`src/rtl/smartpark_pkg.sv`:
```
// Shared types and constants for the smart-park drive sequencer.
package smartpark_pkg;

  typedef enum logic [2:0] {
    IDLE     = 3'd0,
    CRUISE   = 3'd1,
    SLOT_CHK = 3'd2,
    STOP1    = 3'd3,
    REVERSE  = 3'd4,
    STOP2    = 3'd5,
    PARKED   = 3'd6
  } state_t;

  localparam logic [1:0] PARK_TRACK   = 2'b00;
  localparam logic [1:0] PARK_SEARCH  = 2'b01;
  localparam logic [1:0] PARK_REVERSE = 2'b10;
  localparam logic [1:0] PARK_HOLD    = 2'b11;

  localparam logic [4:0] TURN_LOST     = 5'b00000;
  localparam logic [4:0] TURN_STOPLINE = 5'b11111;

  typedef struct packed {
    logic       pwm_en;
    logic [1:0] park;
    logic       reverse;
    logic       busy;
    logic       done;
  } drive_t;

  // Moore output decode; reverse is only set in states bracketed by pwm_en=0 stops
  function automatic drive_t drive_of(input state_t s);
    drive_t d;
    case (s)
      IDLE:     d = '{pwm_en: 1'b0, park: PARK_TRACK,   reverse: 1'b0, busy: 1'b0, done: 1'b0};
      CRUISE:   d = '{pwm_en: 1'b1, park: PARK_TRACK,   reverse: 1'b0, busy: 1'b1, done: 1'b0};
      SLOT_CHK: d = '{pwm_en: 1'b1, park: PARK_SEARCH,  reverse: 1'b0, busy: 1'b1, done: 1'b0};
      STOP1:    d = '{pwm_en: 1'b0, park: PARK_SEARCH,  reverse: 1'b0, busy: 1'b1, done: 1'b0};
      REVERSE:  d = '{pwm_en: 1'b1, park: PARK_REVERSE, reverse: 1'b1, busy: 1'b1, done: 1'b0};
      STOP2:    d = '{pwm_en: 1'b0, park: PARK_REVERSE, reverse: 1'b1, busy: 1'b1, done: 1'b0};
      PARKED:   d = '{pwm_en: 1'b0, park: PARK_HOLD,    reverse: 1'b0, busy: 1'b0, done: 1'b1};
      default:  d = '{pwm_en: 1'b0, park: PARK_TRACK,   reverse: 1'b0, busy: 1'b0, done: 1'b0};
    endcase
    return d;
  endfunction

  function automatic int unsigned max3(input int unsigned a, input int unsigned b,
                                       input int unsigned c);
    int unsigned m;
    m = (a > b) ? a : b;
    return (m > c) ? m : c;
  endfunction

endpackage

```
`src/rtl/park_sequencer_tick_gen.sv`:
```
// Free-running divider producing a one-clk tick every TICK_DIV cycles,
// so phase lengths stay in milliseconds regardless of clk frequency.
module tick_gen #(
  parameter int unsigned TICK_DIV = 100000
) (
  input  logic clk,
  input  logic rst_n,
  output logic tick
);

  localparam int unsigned CW = (TICK_DIV > 2) ? $clog2(TICK_DIV) : 1;
  localparam logic [CW-1:0] LAST = CW'(TICK_DIV - 1);

  logic [CW-1:0] cnt_r;

  // wrap at TICK_DIV-1; tick is the decode of that count
  always_ff @(posedge clk or negedge rst_n) begin
    if (!rst_n) begin
      cnt_r <= '0;
    end else if (cnt_r == LAST) begin
      cnt_r <= '0;
    end else begin
      cnt_r <= cnt_r + CW'(1);
    end
  end

  assign tick = (cnt_r == LAST);

endmodule

```
`src/rtl/park_sequencer.sv`:
```
// Drive sequencer: cruise, free-slot qualification, stop, reverse-in, parked.
// Outputs are registered from next-state so they move on the same edge as the state.
module park_sequencer
  import smartpark_pkg::*;
#(
  parameter int unsigned TICK_DIV = 100000,
  parameter int unsigned SLOT_MS  = 300,
  parameter int unsigned STOP_MS  = 500,
  parameter int unsigned REV_MS   = 1500,
  parameter int unsigned LOST_MS  = 200
) (
  input  logic       clk,
  input  logic       rst_n,
  input  logic       start,
  input  logic       abort,
  input  logic [4:0] turn,
  input  logic       slot_free,
  output logic       pwm_en,
  output logic [1:0] park,
  output logic       reverse,
  output logic       busy,
  output logic       done,
  output logic       fault
);

  localparam int unsigned PH_MAX = max3(SLOT_MS, STOP_MS, REV_MS);
  localparam int unsigned PW     = $clog2(PH_MAX + 1);
  localparam int unsigned LW     = $clog2(LOST_MS + 1);

  localparam logic [PW-1:0] SLOT_LAST = PW'(SLOT_MS - 1);
  localparam logic [PW-1:0] STOP_LAST = PW'(STOP_MS - 1);
  localparam logic [PW-1:0] REV_LAST  = PW'(REV_MS - 1);
  localparam logic [PW-1:0] PH_SAT    = PW'(PH_MAX);
  localparam logic [LW-1:0] LOST_LAST = LW'(LOST_MS - 1);
  localparam logic [LW-1:0] LOST_SAT  = LW'(LOST_MS);

  logic          tick_s;
  state_t        state_r;
  state_t        state_nx_s;
  logic [PW-1:0] ph_r;
  logic [PW-1:0] ph_nx_s;
  logic [LW-1:0] lost_r;
  logic [LW-1:0] lost_nx_s;
  logic          fault_nx_s;
  logic          line_lost_s;
  drive_t        drv_nx_s;

  tick_gen #(.TICK_DIV(TICK_DIV)) u_tick (
    .clk  (clk),
    .rst_n(rst_n),
    .tick (tick_s)
  );

  assign line_lost_s = (turn == TURN_LOST);

  // next-state, sticky fault and counter updates; abort outranks every other exit
  always_comb begin
    state_nx_s = state_r;
    fault_nx_s = fault;
    if (abort) begin
      state_nx_s = IDLE;
    end else begin
      case (state_r)
        IDLE: begin
          if (start) begin
            state_nx_s = CRUISE;
            fault_nx_s = 1'b0;
          end else begin
            state_nx_s = IDLE;
          end
        end
        CRUISE: begin
          if (tick_s && line_lost_s && (lost_r == LOST_LAST)) begin
            state_nx_s = IDLE;
            fault_nx_s = 1'b1;
          end else if (slot_free) begin
            state_nx_s = SLOT_CHK;
          end else begin
            state_nx_s = CRUISE;
          end
        end
        SLOT_CHK: begin
          if (!slot_free) begin
            state_nx_s = CRUISE;
          end else if (tick_s && (ph_r == SLOT_LAST)) begin
            state_nx_s = STOP1;
          end else begin
            state_nx_s = SLOT_CHK;
          end
        end
        STOP1: begin
          if (tick_s && (ph_r == STOP_LAST)) begin
            state_nx_s = REVERSE;
          end else begin
            state_nx_s = STOP1;
          end
        end
        REVERSE: begin
          if ((turn == TURN_STOPLINE) || (tick_s && (ph_r == REV_LAST))) begin
            state_nx_s = STOP2;
          end else begin
            state_nx_s = REVERSE;
          end
        end
        STOP2: begin
          if (tick_s && (ph_r == STOP_LAST)) begin
            state_nx_s = PARKED;
          end else begin
            state_nx_s = STOP2;
          end
        end
        PARKED: begin
          if (start) begin
            state_nx_s = CRUISE;
          end else begin
            state_nx_s = PARKED;
          end
        end
        default: begin
          state_nx_s = IDLE;
        end
      endcase
    end

    if (state_nx_s != state_r) begin
      ph_nx_s = '0;
    end else if (tick_s && (ph_r != PH_SAT)) begin
      ph_nx_s = ph_r + PW'(1);
    end else begin
      ph_nx_s = ph_r;
    end

    // lost count only accumulates while staying in CRUISE with no line seen
    if ((state_r != CRUISE) || (state_nx_s != CRUISE) || !line_lost_s) begin
      lost_nx_s = '0;
    end else if (tick_s && (lost_r != LOST_SAT)) begin
      lost_nx_s = lost_r + LW'(1);
    end else begin
      lost_nx_s = lost_r;
    end

    drv_nx_s = drive_of(state_nx_s);
  end

  // state, counters and registered Moore outputs
  always_ff @(posedge clk or negedge rst_n) begin
    if (!rst_n) begin
      state_r <= IDLE;
      ph_r    <= '0;
      lost_r  <= '0;
      fault   <= 1'b0;
      pwm_en  <= 1'b0;
      park    <= PARK_TRACK;
      reverse <= 1'b0;
      busy    <= 1'b0;
      done    <= 1'b0;
    end else begin
      state_r <= state_nx_s;
      ph_r    <= ph_nx_s;
      lost_r  <= lost_nx_s;
      fault   <= fault_nx_s;
      pwm_en  <= drv_nx_s.pwm_en;
      park    <= drv_nx_s.park;
      reverse <= drv_nx_s.reverse;
      busy    <= drv_nx_s.busy;
      done    <= drv_nx_s.done;
    end
  end

endmodule
```
`config.mk`:
```
export PLATFORM = sky130hd
export DESIGN_NAME = park_sequencer
export DESIGN_NICKNAME = d
export VERILOG_FILES = /design/src/rtl/smartpark_pkg.sv /design/src/rtl/park_sequencer_tick_gen.sv /design/src/rtl/park_sequencer.sv
export SDC_FILE = /design/constraint.sdc
export NUM_CORES = 1
export LEC_CHECK = 0
export BUFFER_PORTS_ARGS = -buffer_cell sky130_fd_sc_hd__buf_2
export CELL_PAD_IN_SITES_DETAIL_PLACEMENT = 0
export CELL_PAD_IN_SITES_GLOBAL_PLACEMENT = 1
export CORE_UTILIZATION = 35
export CTS_CLUSTER_SIZE = 28
export DETAILED_ROUTE_END_ITERATION = 6
export GPL_TIMING_DRIVEN = 0
export PLACE_DENSITY_LB_ADDON = 0.1
export SETUP_SLACK_MARGIN = 0.15
export SYNTH_ARGS = -nofsm -noshare
export SYNTH_HDL_FRONTEND = slang
export SYNTH_SLANG_ARGS = --single-unit
```
`constraint.sdc`:
```
create_clock -name clk -period 7.4 [get_ports clk]
set_clock_uncertainty 0.2 [all_clocks]
set_input_delay 0.37 -clock clk [delete_from_list [all_inputs] [get_ports clk]]
set_output_delay 0.37 -clock clk [all_outputs]
set_load 0.05 [all_outputs]
```
==> run summary <==
In this run the cell area of the synthesized design comes to 2610 µm². The run gives 1150 µm² as the area of all sequential standard cells. The die covers 7800 µm². Of all nets on the critical path, the largest fanout is 10.

After layout, the minimum clock period comes to 2.84 ns. In this run the mean area of a mapped cell was 10.1 µm². The number of antenna diodes came out at 0.

The slowest stage of the critical path is the nor4b_1 cell. Measured slew at the worst slew-check pin: 1.05 ns. The logs give 0 for the number of hold violations in the final report and 0 for the total number of yosys warnings. The floorplan step set the die width to 88.3 µm. The run gives 0.0000827 V as the largest voltage drop on the vdd net.

For this run, the register share of the synthesized area comes to 44.2%. The signal on the critical path passes through ha_1 > nand2b_1 > nor4b_1 > a31oi_1 > nor4_4 > and2_4 > o31ai_2 > buf_6 > nor3_2. The tools report the final weighted congestion of routability-driven global placement as 0.733.

TritonCTS built the clock tree. The run gives 0.0484 ns as the tightest hold margin. The kind of cell adding the most delay to the critical path is simple AND/OR/NAND/NOR gates. The run gives 374 as the count of placed standard cells including taps. For this run, the total global-route usage over all layers was measured as 15.4%.

Of all flip-flops after synthesis, the portion carrying an async set or reset was 100%. The number of cells produced by synthesis was 259. The first global-routing pass estimated 9090 µm of wire. In this run, post-CTS hold repair placed 0 buffers. After detailed routing, the number of vias per cell comes to 4.97. For the number of global-route vias before repair, the log shows 1,837. CTS placed an instance of clkbuf_8 at the clock tree root.

The final cell count without fillers is 382. At the worst endpoint, the arrival time is 2.87 ns. Counting every sink on the clock net gives 46.

In this run the tightest slew margin relative to its limit is 30.0%. The leakage power figure is 0.00122 µW. Largest area contributor in the netlist: dfrtp_1.

The run gives 2 as the number of levels in the clock H-tree. The number of failing setup endpoints in the final timing report is 0, and the post-synth net total is 274. The run gives 0 as the number of antenna violations at the first check in global routing. Relative to the synthesized area, the layout overhead comes to 12.0%. Setup repair after global routing left no endpoint under its margin. Detailed placement ended at an HPWL of 3790 µm. Before antenna repair, the detailed router went through 4 iterations. After layout, the worst path uses 38.3% of the clock period. The most frequently used flop master after synthesis is dfrtp_1. The logs give 5 for the TritonCTS buffer count and 0 for the number of max-slew violations in the final report. The logs give 0.30 ns for the clock latency at the later pin of the worst-skew pair and 2 for the maximum root-to-sink buffer count. The top cell type by area accounts for 44.2% of the synthesized area. The height of the die is 88.3 µm, and the count of fill cells added during filler insertion is 755.

Counting flops with a built-in enable in the synthesized netlist gives 0. Dividing total power by cell area gives a power density of 171 nW/µm². In this run the post-CTS setup repair buffer count came out at 0. Sorting the synthesized cells by area gives the leading types as dfrtp_1 44%, xor2_1 5.4%, xnor2_1 5.0%. The worst setup path is captured at a flop. STA classifies the critical path startpoint as a flop. Count of buffers from port buffering: 16.

The flop and latch count out of synthesis is 46. The logs give 5480 µm for the final wirelength and 75 for the number of design-rule violations left by the first detailed-router iteration. The logs give 0 for the post-detailed-route DRC marker count and 297 for the number of nets in the layout. Type of the worst setup path: flop to flop. Entering global routing, the biggest net connects 47 pins. Worst min-delay path category: primary input to asynchronous set/reset pin.

The detailed-route wire length per cell works out to 14.4 µm. The CTS clock-pin slew for the worst setup and hold paths works out to 0.09 ns. The tools report the worst slack after detailed placement as 4.57 ns. The initial utilization of the core area, before any placement, comes to 36.1%. Summed over all failing endpoints, the final setup total negative slack is 0 ns.

In this run the core area contains 31 standard-cell rows. The final antenna-violating net count was 0. The routed layout has 1,900 vias. Area inside the core boundary: 7210 µm². The tools report the combined area of the multi-input logic cells as 1380 µm². The tools report the number of maximum-capacitance violations as 0.

The flow ran to the end, and the final reports show no timing, DRC or antenna violations. The critical path data required time is 7.43 ns, and the count of buffer and inverter cells on the critical path is 1. During I/O placement, the number of pins put on the boundary was 17. The total congestion overflow after global routing is 0, and the least setup slack across all paths after layout is 4.56 ns.

The number of gates resized after cts is 0. The highest attainable clock frequency was 0.352 GHz; the delay of the slowest critical-path stage was 0.55 ns. The fraction of final layout cells with drive strength greater than 1 is 17.7%, and the number of unique standard cell types used by synthesis is 51.
-- cells by family (layout without fill, tap and decap cells) --
group | count (synthesis) | after routing | share of synthesized area [%]
AND/OR/NAND/NOR | 128 | 128 | 30.5
flip-flops | 46 | 46 | 44.2
AO/OA/AOI/OAI | 32 | 32 | 8.88
XOR/XNOR | 31 | 31 | 10.4
buffers and inverters | 15 | 39 | 2.88
adder cells (fa/ha/maj) | 5 | 5 | 2.40
multiplexers | 2 | 2 | 0.768
-- placed cells by master (no fill, tap or decap), types with 2 or more instances in the layout --
cell type / instances
a211oi_1: 2
a21o_1: 2
a21oi_1: 7
a31o_2: 2
a31oi_1: 4
and2_1: 2
and3_1: 6
and4_1: 6
buf_2: 16
buf_6: 2
clkbuf_1: 5
clkbuf_8: 5
dfrtp_1: 46
ha_1: 5
inv_1: 8
mux2i_1: 2
nand2_1: 18
nand2b_1: 6
nand3_1: 12
nand3b_1: 2
nand4_1: 9
nand4bb_1: 2
nor2_1: 29
nor2b_1: 3
nor3_1: 6
nor3_2: 10
nor3b_1: 2
nor4_1: 2
nor4_4: 2
nor4b_1: 2
o21ai_0: 5
xnor2_1: 15
xor2_1: 16
-- layout make-up --
| type | count | share of cell area [%] |
|---|---|---|
| plain buffers | 7 | 1.54 |
| repair buffers | 16 | 2.74 |
| inverters | 8 | 1.03 |
| multi-input cells | 198 | 47.3 |
| flip-flops and latches | 46 | 39.4 |
| clock inverters | 2 | 1.29 |
| clock buffers | 6 | 2.49 |
| well taps | 99 | 4.24 |
-- synthesized netlist by cell type (all sizes together), types with 2 or more instances --
library cell / n
dfrtp: 46
nor2: 29
nand2: 18
nor3: 16
xor2: 16
xnor2: 15
nand3: 12
nand4: 9
inv: 8
a21oi: 7
and3: 6
and4: 6
nand2b: 6
o21ai: 6
ha: 5
a31oi: 4
clkbuf: 4
nor2b: 4
nor4: 4
a21o: 3
and2: 3
buf: 3
nor4b: 3
a211oi: 2
a31o: 2
a41oi: 2
mux2i: 2
nand3b: 2
nand4bb: 2
nor3b: 2
-- report_power, final --
part	leakage, µW	switching (µW)	internal [µW]
logic	0.000543	35.8	17.6
clock network	0.0000514	91.2	101
registers	0.000625	1.62	254
-- sequential cells by signal (all words and copies together) (netlist names) --
signal,count
state_r,3
done,1
lost_r,8
fault,1
reverse,1
u_tick.cnt_r,17
busy,1
pwm_en,1
ph_r,11
park,2
-- final timing paths --
check / start / to / slack, ns / cells after the start
min in group clk: start / fault / 0.13 / 2
worst max-delay path: ph_r[0] / ph_r[7] / 4.56 / 9
worst max register to register: ph_r[0] / ph_r[7] / 4.56 / 9
worst min-delay path: rst_n / lost_r[6] / 0.05 / 1
max in group asynchronous: rst_n / ph_r[7] / 6.31 / 1
worst min register to register: u_tick.cnt_r[4] / u_tick.cnt_r[4] / 0.30 / 1
-- stage by stage --
| stage | area (µm²) | total power [µW] | util (%) |
|---|---|---|---|
| after floorplan | 2610 | 297 | - |
| after global placement | 2810 | 315 | 39.0 |
| after detailed placement | 2810 | 315 | 39.0 |
| after CTS | 2920 | 511 | 40.5 |
| after global routing | 2920 | 527 | 40.5 |
| final | 2920 | 501 | 40.5 |
-- per-layer routing --
metal  wire length, µm  track usage [%]
met5                 0                0
met4                72             4.84
met3               156             3.08
met2              2450             23.6
met1              2810             21.8
Note: power is estimated with default switching activity, not from simulation.
